### config.mk
export PLATFORM = sky130hd
export DESIGN_NAME = pipe_stage_skid_flat
export DESIGN_NICKNAME = d
export VERILOG_FILES = /design/src/rtl/pipe_stage_skid_pkg.sv /design/src/rtl/pipe_stage_skid_if.sv /design/src/rtl/pipe_stage_skid.sv /design/src/flat_wrapper.sv
export SDC_FILE = /design/constraint.sdc
export NUM_CORES = 1
export LEC_CHECK = 0
export CORE_ASPECT_RATIO = 0.5
export CORE_MARGIN = 2
export CORE_UTILIZATION = 45
export CTS_CLUSTER_DIAMETER = 150
export DETAILED_ROUTE_END_ITERATION = 10
export PLACE_DENSITY = 0.81
export SKIP_CTS_REPAIR_TIMING = 1
export SYNTH_ARGS = -nofsm -noshare
export SYNTH_HDL_FRONTEND = slang
export SYNTH_SLANG_ARGS = --single-unit
### constraint.sdc
create_clock -name clk -period 2.8 [get_ports clk]
set_input_delay 0.56 -clock clk [delete_from_list [all_inputs] [get_ports clk]]
set_output_delay 0.56 -clock clk [all_outputs]
set_load 0.03 [all_outputs]
### src/rtl/pipe_stage_skid_pkg.sv
// Shared definitions for the pipeline stage register: default widths and
// stage state encodings.
package pipe_stage_skid_pkg;
    localparam int REG_WIDTH      = 64;
    localparam int REG_ADDR_WIDTH = 5;

    typedef enum logic [1:0] {
        ST_EMPTY = 2'd0,
        ST_FULL  = 2'd1,
        ST_SKID  = 2'd2
    } stage_state_t;
endpackage

### src/rtl/pipe_stage_skid_if.sv
// Valid/ready beat channel carrying a payload plus destination-register fields.
interface pipe_stage_skid_if #(
    parameter int DATA_W         = 64,
    parameter int REG_ADDR_WIDTH = 5
);
    logic                      valid;
    logic                      ready;
    logic [DATA_W-1:0]         data;
    logic [REG_ADDR_WIDTH-1:0] rd;
    logic                      reg_write_en;

    modport master (output valid, data, rd, reg_write_en, input ready);
    modport slave  (input valid, data, rd, reg_write_en, output ready);
endinterface

### src/rtl/pipe_stage_skid.sv
// One pipeline stage: valid/ready register with optional two-entry skid
// buffer, synchronous flush and a saturating downstream stall counter.
module pipe_stage_skid
    import pipe_stage_skid_pkg::*;
#(
    parameter int DATA_W         = 64,
    parameter int REG_ADDR_WIDTH = pipe_stage_skid_pkg::REG_ADDR_WIDTH,
    parameter int SKID           = 1,
    parameter int CNT_W          = 16
) (
    input  logic                    clk,
    input  logic                    reset,
    input  logic                    flush,
    pipe_stage_skid_if.slave        up,
    pipe_stage_skid_if.master       dn,
    output logic [1:0]              occupancy,
    output logic [CNT_W-1:0]        stall_cnt
);
    localparam int ENT_W = DATA_W + REG_ADDR_WIDTH + 1;

    // Entry layout {we, rd, data}; main and skid share it so a skid->main move is a plain copy.
    stage_state_t     state_q, state_d;
    logic [ENT_W-1:0] main_q, skid_q, up_entry;
    logic             main_ld, main_from_skid;
    logic [CNT_W-1:0] stall_q;
    logic             dn_vld;

    assign up_entry = {up.reg_write_en, up.rd, up.data};
    assign dn_vld   = (state_q != ST_EMPTY);

    always_comb begin
        state_d        = state_q;
        main_ld        = 1'b0;
        main_from_skid = 1'b0;
        unique case (state_q)
            ST_EMPTY: if (up.valid) begin
                state_d = ST_FULL;
                main_ld = 1'b1;
            end
            ST_FULL: begin
                if (up.valid && dn.ready)       main_ld = 1'b1;
                else if (up.valid && SKID != 0) state_d = ST_SKID;
                else if (!up.valid && dn.ready) state_d = ST_EMPTY;
            end
            ST_SKID: if (dn.ready) begin
                state_d        = ST_FULL;
                main_ld        = 1'b1;
                main_from_skid = 1'b1;
            end
            default: state_d = ST_EMPTY;
        endcase
        if (flush) begin
            state_d = ST_EMPTY;
            main_ld = 1'b0;
        end
    end

    always_ff @(posedge clk) begin
        if (reset) begin
            state_q <= ST_EMPTY;
            main_q  <= '0;
            stall_q <= '0;
        end else begin
            state_q <= state_d;
            if (main_ld) main_q <= main_from_skid ? skid_q : up_entry;
            if (dn_vld && !dn.ready && !(&stall_q)) stall_q <= stall_q + 1'b1;
        end
    end

    generate
        if (SKID != 0) begin : g_skid
            logic skid_ld;
            assign skid_ld  = (state_q == ST_FULL) && up.valid && !dn.ready && !flush;
            // Ready depends on registered state only, so no combinational path from dn.ready.
            assign up.ready = (state_q != ST_SKID);
            always_ff @(posedge clk) begin
                if (reset)        skid_q <= '0;
                else if (skid_ld) skid_q <= up_entry;
            end
        end else begin : g_noskid
            assign up.ready = dn.ready | ~dn_vld;
            assign skid_q   = '0;
        end
    endgenerate

    assign dn.valid        = dn_vld;
    assign dn.data         = main_q[DATA_W-1:0];
    assign dn.rd           = main_q[DATA_W +: REG_ADDR_WIDTH];
    assign dn.reg_write_en = main_q[ENT_W-1] & dn_vld;
    assign occupancy       = state_q;
    assign stall_cnt       = stall_q;
endmodule

### src/flat_wrapper.sv
// flat-port wrapper written by rule: the top's interface ports become plain ports
module pipe_stage_skid_flat import pipe_stage_skid_pkg::*;
#(
    parameter int DATA_W         = 64,
    parameter int REG_ADDR_WIDTH = pipe_stage_skid_pkg::REG_ADDR_WIDTH,
    parameter int SKID           = 1,
    parameter int CNT_W          = 16
)
  (clk, reset, flush, occupancy, stall_cnt, up_valid, up_data, up_rd, up_reg_write_en, up_ready, dn_valid, dn_data, dn_rd, dn_reg_write_en, dn_ready);
  pipe_stage_skid_if #(.DATA_W(DATA_W), .REG_ADDR_WIDTH(REG_ADDR_WIDTH)) up_i ();
  pipe_stage_skid_if #(.DATA_W(DATA_W), .REG_ADDR_WIDTH(REG_ADDR_WIDTH)) dn_i ();
  input  logic clk;
  input  logic reset;
  input  logic flush;
  output logic [1:0] occupancy;
  output logic [CNT_W-1:0] stall_cnt;
  input wire logic [$bits(up_i.valid)-1:0] up_valid;
  input wire logic [$bits(up_i.data)-1:0] up_data;
  input wire logic [$bits(up_i.rd)-1:0] up_rd;
  input wire logic [$bits(up_i.reg_write_en)-1:0] up_reg_write_en;
  output wire logic [$bits(up_i.ready)-1:0] up_ready;
  output wire logic [$bits(dn_i.valid)-1:0] dn_valid;
  output wire logic [$bits(dn_i.data)-1:0] dn_data;
  output wire logic [$bits(dn_i.rd)-1:0] dn_rd;
  output wire logic [$bits(dn_i.reg_write_en)-1:0] dn_reg_write_en;
  input wire logic [$bits(dn_i.ready)-1:0] dn_ready;
  assign up_i.valid = up_valid;
  assign up_i.data = up_data;
  assign up_i.rd = up_rd;
  assign up_i.reg_write_en = up_reg_write_en;
  assign up_ready = up_i.ready;
  assign dn_valid = dn_i.valid;
  assign dn_data = dn_i.data;
  assign dn_rd = dn_i.rd;
  assign dn_reg_write_en = dn_i.reg_write_en;
  assign dn_i.ready = dn_ready;
  pipe_stage_skid #(.DATA_W(DATA_W), .REG_ADDR_WIDTH(REG_ADDR_WIDTH), .SKID(SKID), .CNT_W(CNT_W)) u_core (.clk(clk), .reset(reset), .flush(flush), .up(up_i), .dn(dn_i), .occupancy(occupancy), .stall_cnt(stall_cnt));
endmodule
==> impl_metrics.json <==
{
  "dpl-instance-area_sq_mm": 0.008607,
  "firstDrtPassIters": 5,
  "cp_data_required_time_ns": 2.24,
  "route.vias.total": 6258,
  "routed_wl_microns": 17480,
  "drive_gt1_share_pct": 6.303,
  "fin_area_sq_mm": 0.009254,
  "setup.reg_to_reg.worst_slack_ns": 0.83,
  "portion_of_synthesized_cell_area_occupied_by_the_leading_cell_type_pct": 43.01,
  "yosys_register_bits": 158,
  "setup_total_negative_slack_ns": 0,
  "reg2reg_depth": 4,
  "die_h_microns": 94.40,
  "gp_congestion": 0.8008,
  "cts.clk_slew.worst_paths_ns": 0.06,
  "post-route-min-period_ns": 2.486,
  "fp.coreArea_sq_mm": 0.01570,
  "clk_path_buf_depth": 2,
  "num_rows": 32,
  "synth_area_per_cell_sq_um": 8.282,
  "ys_seq_area_share_pct": 43.01,
  "final_max_slew_violation_count": 0,
  "timing.critical_path.from_type": "flop",
  "grt_pass1_wl_microns": 28260,
  "mappedNetlistArea_sq_mm": 0.007355,
  "grt_antenna_before_repair": 0,
  "final_cycle_utilization_of_the_critical_path_pct": 88.79,
  "setup_viol": 0,
  "outcome": "finished, final reports clean",
  "n_antenna_cell": 0,
  "yosysUniqueCellTypes": 42,
  "synth_nets": 964,
  "dp.final_hpwl_microns": 11210,
  "slew_headroom_pct": 50.01,
  "num-nets-final": 1017,
  "worstPathArrival_ns": 1.93,
  "hold_viol_final": 0,
  "timing_worst_slew_pin_value_ns": 0.7442,
  "critical_path.reg2reg.startpoint": "u_core.stall_cnt[3]",
  "ys_dominant_reg_cell": "dfxtp_1",
  "peakVddDrop_uv": 444.1,
  "cts_tree": "yes",
  "fp.dieArea_sq_mm": 0.01744,
  "multi_input_area_sq_mm": 0.003368,
  "final_antenna_net_count": 0,
  "routed_via_density": 5.335,
  "finClkSkew_ns": 0.009862,
  "rr_endpoint": "u_core.stall_cnt[11]",
  "fmax_ghz": 0.4022,
  "cts_inserted_buffers": 17,
  "static-leakage-power_uw": 0.003568,
  "top_level_ports": 165,
  "hp-class": "reg -> reg",
  "crit_path_start": "u_core.occupancy[1]",
  "grt_overflow": 0,
  "drv_cap": 0,
  "grt_pass1_vias": 5801,
  "cp_max_fo": 9,
  "grt_usage_pct": 19.95,
  "cts.sink_count": 158,
  "netlist_instances": 888,
  "htree_num_levels": 4,
  "critPathCaptureType": "output pin",
  "detail_route.drc_violations": 0,
  "synth.top_cells.by_area": "dfxtp_1 43%, a21oi_1 10%, mux2i_1 9.5%",
  "yosys_warnings": 0,
  "die_w_microns": 184.8,
  "clkLatencyLatePin_ns": 0.41,
  "worstSetupPathType": "reg -> out",
  "first_iter_violations": 335,
  "placedCellCount": 1143,
  "syn_to_final_growth_pct": 25.83,
  "floorplan.initialDensity_pct": 46.86,
  "timing.critical_path.to": "dn_reg_write_en",
  "finalNonFillerCells": 1173,
  "final-seq-area_sq_mm": 0.003163,
  "grt_max_degree": 143,
  "synth_area_leader_cell": "dfxtp_1",
  "postSynth.asyncResetShare_pct": 0,
  "grt_setup_unrepaired": "no",
  "synth-edff-count": 0,
  "filler_cell_count": 1377,
  "power.density_mw_per_mm2": 594.0,
  "cts_root_buf": "clkbuf_16",
  "detailed_route_wire_length_per_cell_microns": 14.90,
  "port_buffers": 164
}
[report_power, final]
| part | leakage, uW | total, uW | switching [uW] | internal, uW |
|---|---|---|---|---|
| Combinational | 0.00197 | 578 | 316 | 262 |
| Sequential | 0.00128 | 2340 | 31.0 | 2310 |
| Clock | 0.000320 | 2580 | 919 | 1660 |
| Total | 0.00357 | 5500 | 1270 | 4230 |
[stage by stage]
stage | setup slack, ns | hold WS (ns) | util [%] | total power (uW)
after floorplan | 0.8645 | 0.4357 | - | 2751
after global placement | 0.2946 | 0.4403 | 54.84 | 2955
after detailed placement | 0.1842 | 0.4456 | 54.84 | 2967
after CTS | 0.2918 | 0.4536 | 58.96 | 5541
after global routing | 0.2611 | 0.4726 | 58.96 | 5680
final | 0.3139 | 0.4518 | 58.96 | 5497
[layout make-up]
type                            instances  share of cell area (%)
Clock buffer                           18                   4.638
Clock inverter                         12                   2.353
Inverter                                4                  0.1622
Multi-Input combinational cell        583                   36.40
Sequential cell                       158                   34.18
Tap cell                              221                   2.988
Timing Repair Buffer                  177                   19.28
[cell usage after synthesis, types with 3 or more instances]
master and instances:
nor2b_1 5, nor2_1 7, o21ai_0 73, dfxtp_1 158, mux2i_1 70, a21oi_1 152
mux2_2 4, clkbuf_1 61, nand3_1 6, buf_2 10, nand2b_1 4, nor3_1 3
inv_1 4, o31ai_1 7, or3_1 73, nand4_1 3, buf_4 71, nand2_1 145
or4_1 6
[layout by cell type, fill, tap and decap left out, drive strengths merged, types with 2 or more instances in the layout]
cell / instances
a211oi: 2
a21oi: 152
buf: 15
bufinv: 6
clkbuf: 18
clkdlybuf4s50: 162
clkinv: 5
dfxtp: 158
inv: 5
mux2: 4
mux2i: 70
nand2: 145
nand2b: 4
nand3: 6
nand3b: 2
nand4: 5
nor2: 7
nor2b: 5
nor3: 3
nor4: 3
o21ai: 73
o31ai: 7
or3: 74
or4: 8
[worst min-delay path by stage]
stage / endpoint / slack (ns) / from / cells past startpoint
2_1_floorplan: u_core.skid_q[0] / 0.44 / u_core.skid_q[0] / 2
3_3_place_gp: u_core.skid_q[14] / 0.44 / u_core.skid_q[14] / 2
5_1_grt: u_core.skid_q[39] / 0.47 / u_core.skid_q[39] / 2
6_report: u_core.skid_q[27] / 0.45 / u_core.skid_q[27] / 2
3_5_place_dp: u_core.skid_q[42] / 0.45 / u_core.skid_q[42] / 2
4_1_cts: u_core.skid_q[42] / 0.45 / u_core.skid_q[42] / 2
[logic make-up after synthesis]
logic type	Yosys count	synth area share [%]
fa+ha+maj	1	0.1701
mux	74	10.14
flops	158	43.01
simple gates	267	18.20
compound gates	241	17.10
buf+inv	147	11.38
[state kept, by name, indices dropped and copies added, names as in the netlist]
name,count
u_core.main_q,70
u_core.stall_cnt,16
u_core.occupancy,2
u_core.skid_q,70
[metal layers]
layer | global-route usage, % | routed length (microns) | up-vias
met1 | 25.31 | 8082 | 3011
met4 | 6.019 | 261 | 0
met5 | 0 | 0 | -
li1 | - | - | 3116
met2 | 34.61 | 8533 | 110
met3 | 4.049 | 602 | 21
[worst max-delay path: stages (launching register included)]
cell	delay, ns
dfxtp_1	0.38
or2_2	0.37
and2_1	0.19
clkdlybuf4s50_1	0.59
(Power assumes the default switching activity.)
